**src/rtl/share_split_if.sv**
```systemverilog
// Handshake bundle between the unmasked word producer, the share splitter and
// the masked core input.
interface share_split_if #(
   parameter int d     = 2,
   parameter int count = 32
);
   logic [count-1:0]       in_data;
   logic                   in_valid;
   logic                   in_ready;
   logic [count*(d-1)-1:0] rnd;
   logic                   rnd_valid;
   logic                   rnd_ready;
   logic [count*d-1:0]     sh_out;
   logic                   out_valid;
   logic                   out_ready;
   logic                   out_last;

   modport master (
      output in_data, in_valid, rnd, rnd_valid, out_ready,
      input  in_ready, rnd_ready, sh_out, out_valid, out_last
   );

   modport slave (
      input  in_data, in_valid, rnd, rnd_valid, out_ready,
      output in_ready, rnd_ready, sh_out, out_valid, out_last
   );
endinterface

```
**src/rtl/share_split_unit.sv**
```systemverilog
// Streaming masking encoder: splits each unmasked word into a d-share Boolean
// sharing, buffers up to two shared words and frames them into blocks.
module share_split_unit #(
   parameter int d               = 2,
   parameter int count           = 32,
   parameter int words_per_block = 4
) (
   input logic          clk,
   input logic          syn_rst,
   share_split_if.slave bus
);
   localparam int SW  = count * d;
   localparam int WCW = (words_per_block > 1) ? $clog2(words_per_block) : 1;
   localparam logic [WCW-1:0] LAST_IDX = WCW'(words_per_block - 1);

   typedef enum logic [1:0] {EMPTY, ONE, TWO} occ_t;

   occ_t           state;
   occ_t           state_next;
   logic [SW-1:0]  shares;
   logic [SW-1:0]  slot0;
   logic [SW-1:0]  slot1;
   logic           last0;
   logic           last1;
   logic [WCW-1:0] wcnt;
   logic           in_ready;
   logic           push;
   logic           pop;

   // Share 0 absorbs the data bit; only the shared form ever reaches a register.
   for (genvar gi = 0; gi < count; gi++) begin : g_bit
      logic [d-2:0] r;
      assign r                      = bus.rnd[(d-1)*gi +: d-1];
      assign shares[d*gi]           = bus.in_data[gi] ^ (^r);
      assign shares[d*gi+1 +: d-1]  = r;
   end

   assign in_ready      = !syn_rst && (state != TWO);
   assign push          = bus.in_valid && bus.rnd_valid && in_ready;
   assign pop           = (state != EMPTY) && bus.out_ready;
   assign bus.in_ready  = in_ready;
   assign bus.rnd_ready = push;
   assign bus.out_valid = (state != EMPTY);
   assign bus.sh_out    = slot0;
   assign bus.out_last  = last0;

   always_comb begin
      state_next = state;
      case (state)
         EMPTY:   if (push) state_next = ONE;
         ONE: begin
            if (push && !pop)      state_next = TWO;
            else if (pop && !push) state_next = EMPTY;
         end
         TWO:     if (pop) state_next = ONE;
         default: state_next = EMPTY;
      endcase
   end

   // slot0 is always the head; slot1 only fills while the head is stalled.
   always_ff @(posedge clk) begin
      if (syn_rst) begin
         state <= EMPTY;
         wcnt  <= '0;
         slot0 <= '0;
         slot1 <= '0;
         last0 <= 1'b0;
         last1 <= 1'b0;
      end else begin
         state <= state_next;
         if (push)
            wcnt <= (wcnt == LAST_IDX) ? '0 : wcnt + WCW'(1);
         if (state == TWO && pop) begin
            slot0 <= slot1;
            last0 <= last1;
         end else if (push) begin
            if (state == EMPTY || pop) begin
               slot0 <= shares;
               last0 <= (wcnt == LAST_IDX);
            end else begin
               slot1 <= shares;
               last1 <= (wcnt == LAST_IDX);
            end
         end
      end
   end
endmodule

```
**src/flat_wrapper.sv**
```systemverilog
// flat-port wrapper written by rule: the top's interface ports become plain ports
module share_split_unit_flat 
#(
   parameter int d               = 2,
   parameter int count           = 32,
   parameter int words_per_block = 4
)
  (clk, syn_rst, bus_in_data, bus_in_valid, bus_rnd, bus_rnd_valid, bus_out_ready, bus_in_ready, bus_rnd_ready, bus_sh_out, bus_out_valid, bus_out_last);
  share_split_if #(.d(d), .count(count)) bus_i ();
  input logic clk;
  input logic syn_rst;
  input wire logic [$bits(bus_i.in_data)-1:0] bus_in_data;
  input wire logic [$bits(bus_i.in_valid)-1:0] bus_in_valid;
  input wire logic [$bits(bus_i.rnd)-1:0] bus_rnd;
  input wire logic [$bits(bus_i.rnd_valid)-1:0] bus_rnd_valid;
  input wire logic [$bits(bus_i.out_ready)-1:0] bus_out_ready;
  output wire logic [$bits(bus_i.in_ready)-1:0] bus_in_ready;
  output wire logic [$bits(bus_i.rnd_ready)-1:0] bus_rnd_ready;
  output wire logic [$bits(bus_i.sh_out)-1:0] bus_sh_out;
  output wire logic [$bits(bus_i.out_valid)-1:0] bus_out_valid;
  output wire logic [$bits(bus_i.out_last)-1:0] bus_out_last;
  assign bus_i.in_data = bus_in_data;
  assign bus_i.in_valid = bus_in_valid;
  assign bus_i.rnd = bus_rnd;
  assign bus_i.rnd_valid = bus_rnd_valid;
  assign bus_i.out_ready = bus_out_ready;
  assign bus_in_ready = bus_i.in_ready;
  assign bus_rnd_ready = bus_i.rnd_ready;
  assign bus_sh_out = bus_i.sh_out;
  assign bus_out_valid = bus_i.out_valid;
  assign bus_out_last = bus_i.out_last;
  share_split_unit #(.d(d), .count(count), .words_per_block(words_per_block)) u_core (.clk(clk), .syn_rst(syn_rst), .bus(bus_i));
endmodule
```
**config.mk**
```make
export PLATFORM = sky130hd
export DESIGN_NAME = share_split_unit_flat
export DESIGN_NICKNAME = d
export VERILOG_FILES = /design/src/rtl/share_split_if.sv /design/src/rtl/share_split_unit.sv /design/src/flat_wrapper.sv
export SDC_FILE = /design/constraint.sdc
export NUM_CORES = 1
export LEC_CHECK = 0
export BUFFER_PORTS_ARGS = -buffer_cell sky130_fd_sc_hd__buf_2
export CAP_MARGIN = 25
export CORE_MARGIN = 3
export CORE_UTILIZATION = 51
export CTS_BUF_LIST = sky130_fd_sc_hd__clkbuf_4 sky130_fd_sc_hd__clkbuf_8
export DETAILED_ROUTE_END_ITERATION = 12
export PLACE_DENSITY = 0.78
export SYNTH_ARGS = -nofsm -noshare
export SYNTH_HDL_FRONTEND = slang
export SYNTH_SLANG_ARGS = --single-unit
```
**constraint.sdc**
```tcl
create_clock -name clk -period 1.6 [get_ports clk]
set_input_delay 0.32 -clock clk [delete_from_list [all_inputs] [get_ports clk]]
set_output_delay 0.32 -clock clk [all_outputs]
set_load 0.02 [all_outputs]
```
* After elaboration in Yosys (flattened, before gate mapping)
Index checks and enable logic that the tools add are counted.
** Cells by class
- Add/subtract/negate cells :: 1
- Eq/ne operators :: 7
- Muxes and demuxes :: 12
- Bitwise operators :: 34
- Reduce and logical (&&, ||, !) cells :: 18
** Operators by type and width (count)
- 64-bit 2-to-1 mux :: 3
- 1-bit bitwise XOR :: 32
- 2-bit 2-to-1 mux :: 5
- 1-bit logical AND :: 7
- 2-bit case mux with 3 select lines :: 1
- 3-bit AND reduction :: 2
- 2-bit nonzero test :: 3
- 2-bit == test, second input constant :: 2
- 2-bit by 1-bit inequality test with 1-bit output, second input constant :: 2
- 1-bit logical NOT :: 3
- 1-bit 2-to-1 mux :: 3
- 3-bit by 1-bit inequality test with 1-bit output, second input constant :: 1
- 2-bit by 1-bit adder with 2-bit output, second input constant :: 1
- 2-bit by 1-bit == test with 1-bit output, second input constant :: 1
- 2-bit logical NOT :: 1
- 2-bit inequality test, second input constant :: 1
- 1-bit inverter :: 2
- 2-bit AND reduction :: 1
- 1-bit logical OR :: 1
** Storage, ports and cells
- Register bits :: 134
- Bits of input ports :: 69
- Output and inout bits :: 68
- Logic and storage cells :: 78

* Longest topological paths before layout
- Depth after elaboration :: 8
- Mapped depth :: 8
- Mapped depth without buffers :: 7

* Worst setup path after synthesis
No wires, ideal clock.
- Kind :: register to register
- Start point :: register u_core.state[1]
- End point :: register u_core.state[1]
- Setup time :: 0.065 ns
- Arrival time :: 1.703 ns
- Data required time :: 1.535 ns
- Setup slack :: -0.168 ns
- Stages on the path, launching flop included :: 8
- Buffers on the path :: 1
- Period minus slack after synthesis :: 1.768 ns
- Cells stage by stage :: dfxtp_1 -> nor2b_1 -> buf_2 -> nor2_1 -> ha_1 -> nor4bb_1 -> a21oi_1 -> nor2_1
** On the way
- Word-level cells in the longest chain between the ends :: 7
- Elaborated cells on any way between the ends :: 18
- Those cells by class :: 6 x eq/ne; 2 x mux; 10 x reduce/logical
** RTL lines
- start: declaration :: RTL line share_split_unit.sv:18 : occ_t state;
- start signal: assignment :: RTL line share_split_unit.sv:70 : state <= state_next;
- 2-bit inequality test (*) :: RTL line share_split_unit.sv:38 : assign in_ready = !syn_rst && (state != TWO);
- 1-bit logical AND (*) :: RTL line share_split_unit.sv:38
- 1-bit logical AND (*) :: RTL line share_split_unit.sv:39 : assign push = bus.in_valid && bus.rnd_valid && in_ready;
- net bus_rnd_ready :: RTL line flat_wrapper.sv:18 : output wire logic [$bits(bus_i.rnd_ready)-1:0] bus_rnd_ready;
- 1-bit logical NOT :: RTL line share_split_unit.sv:53 : else if (pop && !push) state_next = EMPTY;
- 1-bit logical AND :: RTL line share_split_unit.sv:53
- 3-bit by 1-bit inequality test with 1-bit output (no line)
- 3-bit AND reduction (no line)
Mark *: on every way through the listed nets, which the timed path passes. The rest lies on a longest branch.
A chain may end at the register's enable or synchronous reset.

* Worst setup path in the final report
- Start point :: register u_core.state[0]
- End point :: register u_core.slot0[57] (netlist: u_core.bus.sh_out[57])
** On the way
- Word-level cells in the longest chain between the ends :: 5
- Elaborated cells on any way between the ends :: 13
- Those cells by class :: 2 x eq/ne; 1 x mux; 10 x reduce/logical
** RTL lines
- 2-bit inequality test / 2-bit nonzero test (equally long branches) :: RTL line share_split_unit.sv:38, share_split_unit.sv:40
- 1-bit logical AND (on tied branches) :: RTL line share_split_unit.sv:38, share_split_unit.sv:40
- 1-bit logical AND (tied with other cells) :: RTL line share_split_unit.sv:39
- 2-bit nonzero test (no line)
- 2-bit AND reduction (no line)
- end signal: assignment :: RTL line share_split_unit.sv:74 : slot0 <= slot1;
- end signal: assignment :: RTL line share_split_unit.sv:78 : slot0 <= shares;
- end: declaration :: RTL line share_split_unit.sv:21 : logic [SW-1:0] slot0;
Parallel ways exist; a longest one is shown, timed or not.

==> run_results.csv <==
group,metric,value,unit
worst_setup_path,cp_slowest_cell,"dfxtp_2",
worst_setup_path,worstPathRequired,1950,ps
yosys,synth-seq-area-share,44.72,%
worst_setup_path,crit_top_cell,"buf_12",
clock_tree,cts_sinks,134,
timing,tightest_slew,571.9,ps
drt,wl_per_cell,15.24,um
drt,detailedRoute.firstPassIterationCount,4,
outcome,status,"finished, violations left",
floorplanning,initial_utilization,53.68,%
place,dp_cells,929,
worst_setup_path,regToRegSetupSlack,-50,ps
final_layout,drive_gt1_share,33.62,%
clock_tree,postCtsHoldBufs,0,
place,gp_congestion,0.7889,
clock_tree,path_clk_slew,70,ps
timing,period_minus_slack,1646,ps
timing,final_max_slew_viol_count,0,
global_routing,grt_pass1_vias,5003,
worst_setup_path,worstPathCellList,"nand3b_1, buf_12, o211ai_4, buf_12, buf_16, nor2_1, a311oi_2",
worst_setup_path,reg2reg_depth,7,
timing,rsz0062_at_grt,"yes",
clock_tree,cts_tree,"built",
timing,fmax,0.6076,GHz
worst_setup_path,cp.arrival,1990,ps
worst_setup_path,critPathCapture,"u_core.bus.sh_out[57]$_SDFFE_PP0P_",
clock_tree,cts_root_buffer,"clkbuf_8",
clock_tree,htree_levels,4,
worst_setup_path,cp_slowest_stage_delay,340,ps
final_layout,seq_area,2688,um2
drt,wirelength,14.75,mm
final_layout,final_net_count,887,
timing,slew-limit-headroom,61.88,%
worst_setup_path,worstPathMaxFanout,26,
drt,drc,0,
worst_setup_path,worstSetupStartpointType,"flop",
worst_setup_path,r2r-end,"u_core.bus.sh_out[57]$_SDFFE_PP0P_",
worst_setup_path,cp.depth,7,
place,port_buffers,136,
drt,drtAntennaViolNets,0,
timing,setup_viol,25,
global_routing,grt_pass1_wl,23.61,mm
global_routing,grt-ovfl-total,0,
floorplanning,fp.dieW,114.5,um
worst_setup_path,cp_num_buf_inv,3,
final_layout,multiInputGateArea,3028,um2
yosys,synthDistinctLibCells,32,
drt,drt_iter0_markers,335,
timing,setup_ws,-45.92,ps
yosys,avgSynthCellArea,8.939,um2
power,powerDensity,977.7,nW/um2
drt,via_per_inst,5.389,
yosys,yosysWarnings,0,
drt,vias,5217,
run,max_cap_viol_count,0,
place,dp_slack,-169.5,ps
yosys,netlist_area,5998,um2
final_layout,syn_to_final_growth,26.28,%
floorplanning,pin_count,137,
yosys,synth_nets,742,
power,irDropWorstVdd,0.6139,mV
worst_setup_path,path_delay_family,"buffers and inverters",
floorplanning,rows,38,
timing,fin_worst_skew,6.638,ps
floorplanning,die_h,114.5,um
clock_tree,cts_max_path_buffers,2,
power,power_leakage,3.124,nW
timing,fin_setup_tns,-455.3,ps
worst_setup_path,crit_start,"u_core.state[0]$_SDFFE_PP0P_",
worst_hold_path,hold_class,"input port to flop",
final_layout,n_fill_cell,865,
global_routing,antenna_found_initial,1,
final_layout,layout.cells.non_filler,968,
floorplanning,core-area,11170,um2
place,hpwl,9.870,mm
floorplanning,dieArea,13100,um2
clock_tree,cts_buffers,17,
outcome,violations,"setup timing",
clock_tree,clk_latency,440,ps
global_routing,grt_usage,22.59,%
yosys,syn_inst,671,
worst_setup_path,timing.rr.start,"u_core.state[0]$_SDFFE_PP0P_",
global_routing,grt_max_degree,83,
timing,hold_viol,0,
worst_setup_path,worstSetupPathType,"flop to flop",
worst_setup_path,critPathCaptureType,"flop",
yosys,synth-seq-cells,134,
timing,post-route-period-util,102.9,%
[area by class of cell]
cell class | count | share of cell area [%]
tap | 140 | 2.313
clock buffer | 28 | 4.840
antenna | 1 | 0.03304
sequential | 134 | 35.48
inverter | 9 | 0.4460
multi-input combinational | 473 | 39.97
clock inverter | 2 | 0.4625
timing repair buffer | 181 | 16.45
[synth_stat cells]
cell type,number,area (um2)
nor3b_1,1,7.510
a21oi_1,59,295.3
dfxtp_1,134,2683
or3b_2,1,8.760
o211ai_2,1,12.51
xor2_1,24,210.2
mux2_2,24,270.3
o41ai_1,1,8.760
a211oi_1,8,60.06
nand3b_4,1,20.02
buf_4,5,37.54
nand2b_1,2,12.51
o21ai_0,2,10.01
clkbuf_1,17,63.81
buf_6,12,135.1
nand4b_1,1,8.760
nor2_1,76,285.3
nor4bb_1,1,10.01
xnor2_1,8,70.07
ha_1,2,25.02
nor2b_1,1,6.260
or2_4,1,8.760
inv_1,9,33.78
mux2i_1,40,400.4
buf_2,19,95.09
a311oi_1,5,43.79
or3b_1,1,8.760
nand2_1,151,566.8
nand3b_1,1,7.510
buf_1,2,7.510
nand3_1,33,165.2
a311oi_2,28,420.4
[worst min-delay path, delay by kind of cell]
kind            cells  cell delay [ps]
simple gates        1               50
compound gates      1               50
buf+inv             1              120
[worst min path at each step]
stage                                             start                             to  cells past startpoint
after CTS                                   bus_rnd[22]  u_core.slot1[45]$_SDFFE_PP0P_                      3
after floorplan            u_core.slot1[0]$_SDFFE_PP0P_   u_core.slot1[0]$_SDFFE_PP0P_                      2
after detailed placement  u_core.slot1[21]$_SDFFE_PP0P_  u_core.slot1[21]$_SDFFE_PP0P_                      2
after global routing                        bus_rnd[17]  u_core.slot1[35]$_SDFFE_PP0P_                      3
after global placement     u_core.slot1[8]$_SDFFE_PP0P_   u_core.slot1[8]$_SDFFE_PP0P_                      2
final                                       bus_rnd[12]  u_core.slot1[25]$_SDFFE_PP0P_                      3
[layout by cell type (no fill, tap or decap), types with 25 or more instances in the layout]
cell and n:
clkbuf_8 25, nand2_1 150, a21oi_1 59, buf_4 25, mux2i_1 40, dfxtp_1 132, buf_2 132, nand3_1 33
nor2_1 74, a311oi_2 28
[per-stage QoR]
step	power (W)	instance area [um2]	hold WS, ps	utilization, %
2_1_floorplan	0.004256	6006	433.8	-
5_1_grt	0.007689	7575	127.0	67.79
6_report	0.007406	7575	138.0	67.79
4_1_cts	0.007411	7428	116.9	66.48
3_5_place_dp	0.004621	6937	446.9	62.08
3_3_place_gp	0.004580	6937	439.4	62.08
[per-layer routing]
| metal | GRT usage [%] | wire length (um) | up-vias | share of wire, % |
|---|---|---|---|---|
| met1 | 26.41 | 6120 | 2482 | 41 |
| li1 | - | - | 2553 | - |
| met4 | 9.976 | 344 | 0 | 2.3 |
| met2 | 38.42 | 7355 | 155 | 50 |
| met3 | 6.395 | 934 | 27 | 6.3 |
| met5 | 0 | 0 | - | 0 |
[where the power goes]
part / switching, W / internal (W)
registers: 0.0000647 / 0.00346
logic: 0.000616 / 0.000471
clock network: 0.00120 / 0.00160
[timing repair]
action                     CTS  global route
resized for setup           16            21
gates cloned                 0             1
setup buffers                6             4
setup endpoints to repair   12           108
pin swaps                    2            14
[sequential cells by signal, summed over array words and instances, names as in the netlist]
signal,cells
u_core.bus.out_last,1
u_core.bus.sh_out,64
u_core.last1,1
u_core.slot1,64
u_core.state,2
u_core.wcnt,2
[cell families (layout without fill, tap and decap cells)]
kind of cell    Yosys count  after routing  synth area share [%]
mux                      64             64                 11.18
fa+ha+maj                 2              2                0.4171
xor+xnor                 32             32                 4.673
simple gates            271            271                 18.61
other cells               0              1                     0
compound gates          104            104                 14.18
buf+inv                  64            220                 6.216
flops                   134            134                 44.72
(Power assumes the default switching activity.)
